## src/rtl/seven_seg_scan.sv

```systemverilog
// Time-multiplexed DIGITS-wide hex display driver: prescaled digit scan, frame-synchronous
// value updates, leading-zero blanking, per-digit decimal points and a dead cycle per slot.
module seven_seg_scan #(
  parameter int DIGITS         = 4,
  parameter int REFRESH_DIV    = 1000,
  parameter int SEG_ACTIVE_LOW = 0,
  parameter int AN_ACTIVE_LOW  = 1,
  parameter int BLANK_LEADING  = 1
) (
  input  logic                  clk,
  input  logic                  rst,
  input  logic [4*DIGITS-1:0]   value,
  input  logic [DIGITS-1:0]     dp,
  input  logic                  load,
  input  logic                  enable,
  output logic [6:0]            seg,
  output logic                  dp_out,
  output logic [DIGITS-1:0]     an,
  output logic                  frame
);
  localparam int   PW      = (REFRESH_DIV > 1) ? $clog2(REFRESH_DIV) : 1;
  localparam int   IW      = (DIGITS > 1) ? $clog2(DIGITS) : 1;
  localparam logic SEG_INV = (SEG_ACTIVE_LOW != 0);
  localparam logic AN_INV  = (AN_ACTIVE_LOW != 0);

  logic [PW-1:0]             pcnt;
  logic [IW-1:0]             idx;
  logic [DIGITS-1:0][3:0]    disp_val, pend_val;
  logic [DIGITS-1:0]         disp_dp, pend_dp;
  logic                      pend_valid;
  logic                      slot_end, boundary;
  logic [DIGITS-1:0]         zhi;
  logic                      acc, blank;
  logic [3:0]                nib;
  logic [6:0]                seg_l;
  logic                      dp_l;
  logic [DIGITS-1:0]         an_l;

  function automatic logic [6:0] glyph(input logic [3:0] n);
    case (n)
      4'h0: glyph = 7'h3F;  4'h1: glyph = 7'h06;
      4'h2: glyph = 7'h5B;  4'h3: glyph = 7'h4F;
      4'h4: glyph = 7'h66;  4'h5: glyph = 7'h6D;
      4'h6: glyph = 7'h7D;  4'h7: glyph = 7'h07;
      4'h8: glyph = 7'h7F;  4'h9: glyph = 7'h6F;
      4'hA: glyph = 7'h77;  4'hB: glyph = 7'h7C;
      4'hC: glyph = 7'h39;  4'hD: glyph = 7'h5E;
      4'hE: glyph = 7'h79;  default: glyph = 7'h71;
    endcase
  endfunction

  assign slot_end = (pcnt == PW'(REFRESH_DIV - 1));
  assign boundary = slot_end && (idx == IW'(DIGITS - 1));
  assign nib      = disp_val[idx];

  // zhi[i]: displayed nibbles i..DIGITS-1 are all zero
  always_comb begin
    zhi = '0;
    acc = 1'b1;
    for (int i = DIGITS - 1; i >= 0; i--) begin
      acc    = acc & (disp_val[i] == 4'h0);
      zhi[i] = acc;
    end
  end

  assign blank = (BLANK_LEADING != 0) && (idx != '0) && zhi[idx];

  always_comb begin
    an_l  = '0;
    seg_l = '0;
    dp_l  = 1'b0;
    if (enable && pcnt != '0) begin
      an_l[idx] = 1'b1;
      if (!blank) seg_l = glyph(nib);
      dp_l = disp_dp[idx];
    end
  end

  always_ff @(posedge clk or posedge rst) begin
    if (rst) begin
      pcnt       <= '0;
      idx        <= '0;
      disp_val   <= '0;
      disp_dp    <= '0;
      pend_val   <= '0;
      pend_dp    <= '0;
      pend_valid <= 1'b0;
      seg        <= {7{SEG_INV}};
      dp_out     <= SEG_INV;
      an         <= {DIGITS{AN_INV}};
      frame      <= 1'b0;
    end else begin
      pcnt <= slot_end ? '0 : pcnt + PW'(1);
      if (slot_end) idx <= (idx == IW'(DIGITS - 1)) ? '0 : idx + IW'(1);

      // a load landing on the boundary bypasses the pending stage
      if (load && boundary) begin
        disp_val   <= value;
        disp_dp    <= dp;
        pend_valid <= 1'b0;
      end else if (load) begin
        pend_val   <= value;
        pend_dp    <= dp;
        pend_valid <= 1'b1;
      end else if (boundary && pend_valid) begin
        disp_val   <= pend_val;
        disp_dp    <= pend_dp;
        pend_valid <= 1'b0;
      end

      seg    <= seg_l ^ {7{SEG_INV}};
      dp_out <= dp_l ^ SEG_INV;
      an     <= an_l ^ {DIGITS{AN_INV}};
      frame  <= boundary;
    end
  end
endmodule

```

## config.mk

```make
export PLATFORM = sky130hd
export DESIGN_NAME = seven_seg_scan
export DESIGN_NICKNAME = d
export VERILOG_FILES = /design/src/rtl/seven_seg_scan.sv
export SDC_FILE = /design/constraint.sdc
export NUM_CORES = 1
export LEC_CHECK = 0
export CAP_MARGIN = 20
export CORE_MARGIN = 2
export CORE_UTILIZATION = 56
export DETAILED_ROUTE_END_ITERATION = 8
export PLACE_DENSITY_LB_ADDON = 0.05
export SYNTH_ARGS = -nofsm -noshare
export SYNTH_HDL_FRONTEND = slang
export SYNTH_SLANG_ARGS = --single-unit
```

## constraint.sdc

```tcl
create_clock -name clk -period 2.6 [get_ports clk]
set_clock_uncertainty 0.1 [all_clocks]
set_input_delay 0.52 -clock clk [delete_from_list [all_inputs] [get_ports clk]]
set_output_delay 0.52 -clock clk [all_outputs]
set_load 0.02 [all_outputs]
```

After elaboration in Yosys (flattened, before gate mapping)
Memories as Yosys holds them, arrays and structs flattened.
Index checks and enable logic that the tools add are counted.
- bits in registers: 66
- ROM bits: 112
- input bits: 24
- output and inout bits: 13
- logic and storage cells: 69
- memories kept: 1
- add/subtract/negate cells: 2
- order comparisons: 2
- equal/unequal tests: 3
- multiplexer cells: 23
- bitwise operators: 5
- reductions and logical operators: 16
- memories (memory ; depth ; bits a word ; rd ports ; clocked after memory_dff ; write ports ; line ; text):
    (no name shown) ; 16 ; 7 ; 1 ; 0 ; 0 ; 40 ; case (n)
- operators with widths (cell ; count):
    2-to-1 mux 16 bit ; 3
    2-to-1 mux 4 bit ; 5
    logical NOT 4 bit ; 4
    2-to-1 mux 7 bit ; 2
    adder 10 x 1 -> 10 bit (second input constant) ; 1
    equality test 10 bit (second input constant) ; 1
    2-to-1 mux 10 bit ; 1
    nonzero test 10 bit ; 1
    binary-select mux 4 bit (select 2 bit) ; 1
    2-to-1 mux 1 bit ; 7
    logical AND 1 bit ; 6
    binary-select mux 1 bit (select 2 bit) ; 2
    NOT 4 bit ; 1
    AND reduction 2 bit ; 2
    nonzero test 2 bit ; 2
    bitwise AND 1 bit ; 3
    < comparator 2 x 3 -> 1 bit (second input constant) ; 1
    nonzero test 3 bit ; 1
    adder 2 x 1 -> 2 bit (second input constant) ; 1
    demux 1 bit (select 2 bit) ; 1
    equality test 2 bit (second input constant) ; 1
    >= comparator 2 x 1 -> 1 bit (second input constant) ; 1
    2-to-1 mux 2 bit ; 1
    != test 2 x 1 -> 1 bit (second input constant) ; 1
    NOT 1 bit ; 1

Logic depth before layout (Yosys ltp)
- word-level depth: 9
- mapped depth: 8
- mapped depth without buffers: 7

Least setup slack after synthesis
Ideal clock, no wire load.
- path kind: flip-flop to flip-flop
- start point: register idx[1]
- end point: register seg[1]
- library setup time: 0.164 ns
- arrival time: 1.971 ns
- data required time: 2.336 ns
- path slack: 0.365 ns
- stages on the path, launching flop included: 7
- buffers on the path: 1
- period minus slack after synthesis: 2.235 ns
- cell sequence: dfrtp_1 -> clkbuf_1 -> inv_1 -> ha_1 -> or4_1 -> a2111oi_2 -> a2111oi_0
- longest elaborated chain between the ends: 5
- elaborated cells on any way between the ends: 9
- those cells by class: mux (6); reduce/logical (2); memory (1)
- RTL lines (what ; line ; text):
    start: declaration ; 27 ; logic [IW-1:0] idx;
    start signal: assignment ; 94 ; if (slot_end) idx <= (idx == IW'(DIGITS - 1)) ? '0 : idx + IW'(1);
    binary-select mux 4 bit (select 2 bit) / binary-select mux 1 bit (select 2 bit) (equally long branches) ; 54, 66 ;
    2-to-1 mux 4 bit (not written as such) / 2-to-1 mux 1 bit (equally long branches) ; 54, 66 ;
    memory read (16 x 7 bit) / logical AND 1 bit (equally long branches) ; n/a ;
    2-to-1 mux 7 bit (*) ; 74 ; if (!blank) seg_l = glyph(nib);
    2-to-1 mux 7 bit (*) ; 72 ; if (enable && pcnt != '0) begin
    named net seg_l[1] ; 35 ; logic [6:0] seg_l;
    end signal: assignment ; 88 ; seg <= {7{SEG_INV}};
    end signal: assignment ; 111 ; seg <= seg_l ^ {7{SEG_INV}};
    end: declaration ; 16 ; output logic [6:0] seg,
Mark *: on every way through the listed nets, which the timed path passes. The rest lies on a longest branch. The select of a mux whose other input is x is not followed.
A chain may end at the register's enable or synchronous reset.

Worst setup path after layout
- start point: register idx[0]
- end point: register seg[4]
The elaborated chain is that of the path after synthesis.

==> flow_metrics.py <==
metrics = {
    "clock_network": {
        "cts_resized": 0,
        "clock_path_buffers": 2,
        "cts_root_buf": "clkbuf_8",
        "clock-sinks": 66,
        "path_clk_slew_ps": 70,
        "cts_tree": "done",
        "postCtsSetupRepairBufs": 0,
        "numCtsBuffers": 9,
        "hold_buffers": 0,
        "h-tree-depth": 3,
        "worstSkewPairLatency_ps": 350,
    },
    "die": {
        "row_count": 28,
        "dieArea_um2": 6540,
        "start_util": 0.569,
        "pin_count": 37,
        "core_um2": 5820,
        "die-height_um": 80.9,
        "die_w_um": 80.9,
    },
    "routing": {
        "via_per_inst": 5.70,
        "drc": 0,
        "dr.pass1.iters": 4,
        "drtIter0Drc": 89,
        "vias": 2394,
        "antenna_left": 0,
        "wire_per_inst_um": 15.7,
        "wl_um": 6600,
    },
    "setup_path": {
        "r2r_cells": 6,
        "crit_path_end_kind": "flop",
        "start_kind": "flop",
        "rr_endpoint": "seg[4]",
        "crit_arrival_ps": 2440,
        "crit_start": "idx[0]",
        "crit_type": "flop to flop",
        "critPathRequiredTime_ps": 2720,
        "rr_startpoint": "idx[0]",
        "path_max_fanout": 10,
        "r2r_slack_ps": 280,
    },
    "grt": {
        "grt_pass1_vias": 2259,
        "grt_pass1_wl_um": 11100,
        "grt_usage": 0.228,
        "antenna_found_initial": 0,
        "grt_max_degree": 45,
        "grt_overflow": 0,
    },
    "hold_path": {
        "whs_path_depth": 1,
        "hold_class": "flop to flop",
        "hold_path_end": "pcnt[0]",
        "hold_path.startpoint": "pcnt[0]",
    },
    "synthesis": {
        "ys_warn_count": 0,
        "synth_top_area_cell": "dfrtp_1",
        "syn-cell-area_um2": 3310,
        "avgSynthCellArea_um2": 11.0,
        "yosysSeqAreaShare": 0.500,
        "ys_async_sr_fraction": 1.00,
        "ys_ff_latch": 66,
        "synth_top_cells_by_count": "62 x dfrtp_1, 26 x a21oi_1, 24 x nor2b_1",
        "synth_fp_nets": 336,
        "synthTopCellsByArea": "dfrtp_1 47%, mux2_1 7.5%, ha_1 4.5%, nor2b_1 4.5%, o31ai_1 4.5%",
        "synth_flop_cell": "dfrtp_1",
        "syn_inst": 300,
        "synth.distinct_cells": 41,
        "synth.most_common_cell": "dfrtp_1",
        "synthDominantCellAreaShare": 0.469,
        "synth_edf_count": 0,
    },
    "status": {
        "outcome": "completed",
    },
    "layout": {
        "antennaDiodeCount": 0,
        "fin_nets": 376,
        "area_delta_synth_final_pct": 22.0,
        "finalInstanceArea_um2": 4040,
        "drive_gt1_frac": 0.116,
    },
    "power": {
        "power.density_nw_per_um2": 576,
        "p_leak_nw": 1.71,
        "vdd_drop_max_mv": 0.476,
    },
    "timing": {
        "slew-limit-headroom": 0.670,
        "finalHoldViolations": 0,
        "worstMarginPinSlew_ps": 494,
        "fmax_ghz": 0.432,
        "timing.setup.tns_ps": 0,
        "fin_crit_ps": 2320,
        "whs_ps": 388,
        "rsz0062_at_grt": "no",
        "slew_violations": 0,
        "fin_crit_sh": 0.891,
        "setup_viol": 0,
    },
    "placed_design": {
        "place.gp.congestion": 0.819,
        "hpwl_um": 4500,
        "place_area_um2": 3790,
        "io_buffers": 36,
    },
    "flow_run": {
        "max_cap_violations": 0,
    },
}
-- critical path, stage by stage (launching register included) --
cell and delay (ps):
dfrtp_1 600, mux4_2 640, inv_1 150, ha_1 170
nor2b_1 130, nor3_1 50, a2111oi_1 350
-- per-stage QoR --
step | setup slack [ps] | cells | util | power, mW
floorplan | 332 | 300 | - | 1.18
global placement | 347 | 404 | 0.651 | 1.26
detailed placement | 288 | 404 | 0.651 | 1.26
CTS | 244 | 420 | 0.694 | 2.34
global route | 97.3 | 420 | 0.694 | 2.40
finish | 285 | 420 | 0.694 | 2.33
-- registers in the layout (all words and copies together) (netlist names), 2 cells and up --
| signal | count |
|---|---|
| pcnt | 10 |
| disp_val | 16 |
| seg | 7 |
| idx | 2 |
| pend_dp | 4 |
| disp_dp | 4 |
| pend_val | 16 |
| an | 4 |
-- layout by cell type, fill, tap and decap left out, drive strengths merged --
cell type and instances:
bufinv 3, and2 5, and2b 1, mux4 5, nor2 13, mux2i 5
mux2 22, dfrtp 62, o21ai 22, nor2b 24, o31ai 20, clkbuf 11
a21oi 26, a2111oi 4, a22o 1, clkdlybuf4s50 36, nor3 4, nor4 6
xor2 3, nand3 2, nand2b 1, o22ai 1, nand2 13, or2 3
nand4 2, a311oi 1, inv 9, clkinv 2, xnor2 3, and4 1
and4bb 1, ha 12, nand4b 1, dfstp 4, or4 1, and3 4
buf 11
-- layer usage --
metal	wire, um	GRT usage
met1	3100	0.314
met2	3180	0.351
met3	209	0.0533
met4	109	0.0881
met5	0	0
-- worst max path at each step --
stage	slack (ps)	depth (start not counted)	to
after floorplan	330	1	disp_dp[0]
after global placement	350	4	seg[0]
after detailed placement	290	6	seg[4]
after CTS	240	6	seg[4]
after global routing	100	6	seg[4]
final	280	6	seg[4]
-- cells by family (layout without fill, tap and decap cells) --
kind of cell | Yosys count | after routing | synth area share
buffers and inverters | 27 | 72 | 0.0363
and+or+nand+nor | 82 | 82 | 0.137
muxes | 32 | 32 | 0.125
adders and majority gates | 12 | 12 | 0.0454
xor gates and xnor gates | 6 | 6 | 0.0159
DFF | 66 | 66 | 0.500
AOI/OAI and AO/OA | 75 | 75 | 0.140
-- where the power goes --
group / switching, mW / internal (mW)
Sequential: 0.0160 / 1.06
Clock: 0.397 / 0.686
Combinational: 0.0768 / 0.0855
Total: 0.490 / 1.84
-- final cells by class --
| cell class | instances | area (um^2) |
|---|---|---|
| inverters | 9 | 33.8 |
| multi-input cells | 207 | 1530 |
| clock inverters | 5 | 100 |
| well taps | 75 | 93.8 |
| flip-flops and latches | 66 | 1660 |
| repair buffers | 47 | 468 |
| fillers | 459 | 1780 |
| clock buffers | 11 | 151 |
Power figures use the tool's default switching activity.
